===== src/rtl/mem_port_arbiter.sv =====
// Arbitrates one single-ported synchronous memory between the loader, fetch and data ports.
// Ports: REQ_*/ADDR_*/WDATA_*/WE_D in, ACK_*/RDATA_* out, MEM_* to/from memory, BUSY, GNT_ID.
module mem_port_arbiter #(
    parameter int ADDR_WIDTH = 12,
    parameter int DATA_SIZE  = 19
) (
    input  logic                  CLK,
    input  logic                  RST,
    input  logic                  REQ_L,
    input  logic [ADDR_WIDTH-1:0] ADDR_L,
    input  logic [DATA_SIZE-1:0]  WDATA_L,
    output logic                  ACK_L,
    input  logic                  REQ_F,
    input  logic [ADDR_WIDTH-1:0] ADDR_F,
    output logic                  ACK_F,
    output logic [DATA_SIZE-1:0]  RDATA_F,
    input  logic                  REQ_D,
    input  logic                  WE_D,
    input  logic [ADDR_WIDTH-1:0] ADDR_D,
    input  logic [DATA_SIZE-1:0]  WDATA_D,
    output logic                  ACK_D,
    output logic [DATA_SIZE-1:0]  RDATA_D,
    output logic                  MEM_WR_EN,
    output logic [ADDR_WIDTH-1:0] MEM_ADDRESS,
    output logic [DATA_SIZE-1:0]  MEM_WR_DATA,
    input  logic [DATA_SIZE-1:0]  MEM_OUT,
    output logic                  BUSY,
    output logic [1:0]            GNT_ID
);

    typedef enum logic [1:0] {
        S_IDLE  = 2'd0,
        S_ISSUE = 2'd1,
        S_RESP  = 2'd2
    } state_t;

    localparam logic [1:0] G_NONE = 2'b00;
    localparam logic [1:0] G_L    = 2'b01;
    localparam logic [1:0] G_F    = 2'b10;
    localparam logic [1:0] G_D    = 2'b11;

    state_t                state_q, state_d;
    logic [1:0]            gnt_q, gnt_d;
    logic                  we_q, we_d;
    logic                  mem_we_q, mem_we_d;
    logic [ADDR_WIDTH-1:0] addr_q, addr_d;
    logic [DATA_SIZE-1:0]  wdata_q, wdata_d;
    logic                  ack_l_q, ack_l_d;
    logic                  ack_f_q, ack_f_d;
    logic                  ack_d_q, ack_d_d;
    logic [DATA_SIZE-1:0]  rdata_f_q, rdata_f_d;
    logic [DATA_SIZE-1:0]  rdata_d_q, rdata_d_d;
    logic                  busy_q, busy_d;
    // 1: data port served last, 0: fetch served last
    logic                  rr_d_q, rr_d_d;

    // A requester still showing its ACK has not yet seen it, so it is masked
    logic elig_l, elig_f, elig_d;
    assign elig_l = REQ_L & ~ack_l_q;
    assign elig_f = REQ_F & ~ack_f_q;
    assign elig_d = REQ_D & ~ack_d_q;

    always_comb begin
        state_d   = state_q;
        gnt_d     = gnt_q;
        we_d      = we_q;
        mem_we_d  = 1'b0;
        addr_d    = addr_q;
        wdata_d   = wdata_q;
        ack_l_d   = 1'b0;
        ack_f_d   = 1'b0;
        ack_d_d   = 1'b0;
        rdata_f_d = rdata_f_q;
        rdata_d_d = rdata_d_q;
        busy_d    = busy_q;
        rr_d_d    = rr_d_q;
        unique case (state_q)
            S_IDLE: begin
                if (elig_l) begin
                    gnt_d   = G_L;
                    we_d    = 1'b1;
                    addr_d  = ADDR_L;
                    wdata_d = WDATA_L;
                end else if (elig_f && (!elig_d || rr_d_q)) begin
                    gnt_d   = G_F;
                    we_d    = 1'b0;
                    addr_d  = ADDR_F;
                end else if (elig_d) begin
                    gnt_d   = G_D;
                    we_d    = WE_D;
                    addr_d  = ADDR_D;
                    wdata_d = WDATA_D;
                end
                if (elig_l || elig_f || elig_d) begin
                    mem_we_d = we_d;
                    state_d  = S_ISSUE;
                    busy_d   = 1'b1;
                end
            end
            S_ISSUE: begin
                state_d = S_RESP;
            end
            S_RESP: begin
                state_d = S_IDLE;
                busy_d  = 1'b0;
                unique case (gnt_q)
                    G_L: ack_l_d = 1'b1;
                    G_F: begin
                        ack_f_d   = 1'b1;
                        rdata_f_d = MEM_OUT;
                        rr_d_d    = 1'b0;
                    end
                    G_D: begin
                        ack_d_d = 1'b1;
                        if (!we_q) rdata_d_d = MEM_OUT;
                        rr_d_d  = 1'b1;
                    end
                    default: ;
                endcase
            end
            default: begin
                state_d = S_IDLE;
                busy_d  = 1'b0;
            end
        endcase
    end

    always_ff @(posedge CLK or posedge RST) begin
        if (RST) begin
            state_q   <= S_IDLE;
            gnt_q     <= G_NONE;
            we_q      <= 1'b0;
            mem_we_q  <= 1'b0;
            addr_q    <= '0;
            wdata_q   <= '0;
            ack_l_q   <= 1'b0;
            ack_f_q   <= 1'b0;
            ack_d_q   <= 1'b0;
            rdata_f_q <= '0;
            rdata_d_q <= '0;
            busy_q    <= 1'b0;
            rr_d_q    <= 1'b1;
        end else begin
            state_q   <= state_d;
            gnt_q     <= gnt_d;
            we_q      <= we_d;
            mem_we_q  <= mem_we_d;
            addr_q    <= addr_d;
            wdata_q   <= wdata_d;
            ack_l_q   <= ack_l_d;
            ack_f_q   <= ack_f_d;
            ack_d_q   <= ack_d_d;
            rdata_f_q <= rdata_f_d;
            rdata_d_q <= rdata_d_d;
            busy_q    <= busy_d;
            rr_d_q    <= rr_d_d;
        end
    end

    assign ACK_L       = ack_l_q;
    assign ACK_F       = ack_f_q;
    assign ACK_D       = ack_d_q;
    assign RDATA_F     = rdata_f_q;
    assign RDATA_D     = rdata_d_q;
    assign MEM_WR_EN   = mem_we_q;
    assign MEM_ADDRESS = addr_q;
    assign MEM_WR_DATA = wdata_q;
    assign BUSY        = busy_q;
    assign GNT_ID      = gnt_q;

endmodule


===== config.mk =====
export PLATFORM = sky130hd
export DESIGN_NAME = mem_port_arbiter
export DESIGN_NICKNAME = d
export VERILOG_FILES = /design/src/rtl/mem_port_arbiter.sv
export SDC_FILE = /design/constraint.sdc
export NUM_CORES = 1
export LEC_CHECK = 0
export CORE_UTILIZATION = 35
export CTS_CLUSTER_DIAMETER = 60
export DETAILED_ROUTE_END_ITERATION = 8
export GPL_TIMING_DRIVEN = 0
export PLACE_DENSITY = 0.83
export SETUP_SLACK_MARGIN = 0.2
export SLEW_MARGIN = 15
export SYNTH_ARGS = -nofsm -noshare
export SYNTH_HDL_FRONTEND = slang
export SYNTH_SLANG_ARGS = --single-unit

===== constraint.sdc =====
create_clock -name CLK -period 3.6 [get_ports CLK]
set_input_delay 0.72 -clock CLK [delete_from_list [all_inputs] [get_ports CLK]]
set_output_delay 0.72 -clock CLK [all_outputs]
set_load 0.005 [all_outputs]

==> metrics.yaml <==
timing:
  grt_setup_unrepaired: "false"
  hold_viol: 0
  report.final.slew_viol_count: 0
  fin_ws_ns: 1.51
  period_minus_slack_ns: 2.09
  fmax_ghz: 0.477
  setup_tns_ns: 0
  slew_headroom_pct: 72.4
  setup_viol: 0
  fin_skew_ns: 0.00892
  worst_slew_pin_slew_ns: 0.413
  finalCritPeriodShare_pct: 58.2
  hold_ws_ns: 0.485
clock_network:
  cts.path.max_buffers: 2
  cts_tree: "done"
  root_buffer: "clkbuf_8"
  postCtsSetupBuffers: 0
  cts_made_buffers: 9
  numClockSinks: 80
  cts_resized: 0
  path_clk_slew_ns: 0.08
  ctsHoldBuffers: 0
  clock_latency_ns: 0.34
  htreeDepth: 3
setup_path:
  r2r-start: "ACK_L$_DFF_PP0_"
  slowest_delay_ns: 0.57
  crit_path_end_kind: "output port"
  critPathSlowestCell: "clkdlybuf4s50_1"
  cp.buffers_inverters: 1
  cp-start-kind: "flop"
  crit_chain: "clkdlybuf4s50_1"
  reg2reg_to: "MEM_WR_DATA[5]$_DFFE_PP0P_"
  r2r_cells: 5
  crit_required_ns: 2.88
  reg2reg_setup_slack_ns: 1.94
  crit_family: "buffers and inverters"
  crit_start: "GNT_ID[1]$_DFFE_PP0P_"
  cp_max_fo: 5
  crit_arrival_ns: 1.37
  critPathKind: "reg -> out"
finish:
  nFillCells: 801
  syn2layout_area_growth_pct: 60.2
  num_antenna_cells: 0
  layout_common_cells: "clkdlybuf4s50_1 (174), dfrtp_1 (79), nand2_1 (61), mux2_2 (37), mux2_4 (20)"
  nets: 562
  final_common_cell: "clkdlybuf4s50_1"
  final_layout_size_suffix_gt1_share_pct: 20.6
logic_synthesis:
  synth_area_um2: 3590
  avgSynthCellArea_um2: 13.0
  syn-num-nets: 376
  syn_inst: 277
  async_reset_ff_share_pct: 100
  synth-main-ff-cell: "dfrtp_1"
  ys_seq_elements: 80
  ys_seq_area_share_pct: 55.8
  ys_types: 34
  yosys_warnings: 0
  synth_edf_count: 0
die:
  io_pins: 175
  die_h_um: 103
  initial_utilization_pct: 36.4
  die_w_um: 103
  num_rows: 36
  die-area_um2: 10700
  core-area_um2: 9860
power_and_ir_drop:
  p_leak_nw: 2.56
  power.total_mw: 4.28
  vdd_drop_max_mv: 0.371
  p_per_area_nw_per_um2: 745
drt:
  post-route-drc-count: 0
  avgViaCountPerCell: 4.74
  routed_wl_mm: 9.18
  drtIter0Drc: 81
  wl_per_cell_um: 15.3
  ant_nets: 0
  drt_first_pass_iters: 6
  via_count: 2842
global_route:
  first_global_vias: 2844
  grt_start_max_net_pins: 54
  grt_usage_pct: 17.0
  grt_pass1_wl_mm: 13.6
  antenna_found_initial: 0
  gr-total-overflow: 0
placed_design:
  port_buffers: 174
  pre_cts_slack_ns: 1.22
  routabilityCongestion: 0.771
  hpwl_mm: 6.94
min_path:
  hold_class: "reg -> reg"
  hold_start: "rr_d_q$_DFFE_PP1P_"
  min_to: "rr_d_q$_DFFE_PP1P_"
  hold_depth: 2
outcome:
  status: "complete, no violations"
job:
  cap_violations: 0
-- worst max path at each step --
stage / end / depth (start not counted)
finish: GNT_ID[1] / 1
global route: GNT_ID[1] / 1
CTS: GNT_ID[1] / 1
detailed placement: MEM_WR_DATA[12]$_DFFE_PP0P_ / 6
global placement: MEM_WR_DATA[10]$_DFFE_PP0P_ / 2
floorplan: ACK_D$_DFF_PP0_ / 1
-- cell usage after synthesis (all sizes together), types with 2 or more instances --
cell	n	area [um2]
a21o	2	15.0
a21oi	2	21.3
a22oi	12	90.1
and2b	4	31.3
buf	12	110
dfrtp	79	1980
inv	5	18.8
mux2	57	717
mux2i	12	120
nand2	61	229
nand2b	3	18.8
nor2	4	41.3
o21ai	15	78.8
-- kinds of logic after synthesis --
logic type | synth area share (%)
muxes | 23.3
DFF | 55.8
buffers and inverters | 3.70
AOI/OAI and AO/OA | 6.87
and+or+nand+nor | 10.3
-- layout make-up --
class	instances	area [um2]	share of cell area [%]
flip-flops and latches	80	2000	34.9
clock buffers	12	155	2.70
clock inverters	3	65.1	1.13
well taps	133	166	2.90
plain buffers	13	114	1.98
repair buffers	175	1770	30.8
multi-input cells	179	1450	25.3
inverters	5	21.3	0.370
-- layer usage --
| metal | global-route usage (%) | vias to the layer above | wire length [um] |
|---|---|---|---|
| met2 | 30.9 | 122 | 4610 |
| met4 | 5.53 | 0 | 140 |
| met5 | 0 | - | 0 |
| li1 | - | 1325 | - |
| met3 | 5.65 | 15 | 767 |
| met1 | 18.6 | 1380 | 3670 |
-- power by group --
part	leakage (nW)	internal, mW	switching (mW)
clock	0.112	0.424	0.306
combinational	1.46	1.31	0.652
sequential	0.988	1.32	0.263
-- per-stage QoR --
step	cells	instance area, um2	util (%)
finish	600	5750	58.2
CTS	600	5750	58.2
detailed placement	585	5530	56.0
global placement	584	5500	55.7
global route	600	5750	58.2
floorplan	277	3590	-
-- state kept, by name, summed over array words and instances, names as in the netlist --
name / flops
MEM_WR_EN: 1
GNT_ID: 2
ACK_D: 1
ACK_L: 1
BUSY: 1
ACK_F: 1
RDATA_D: 19
MEM_WR_DATA: 19
state_q: 2
MEM_ADDRESS: 12
we_q: 1
RDATA_F: 19
rr_d_q: 1
Power figures use the tool's default switching activity.
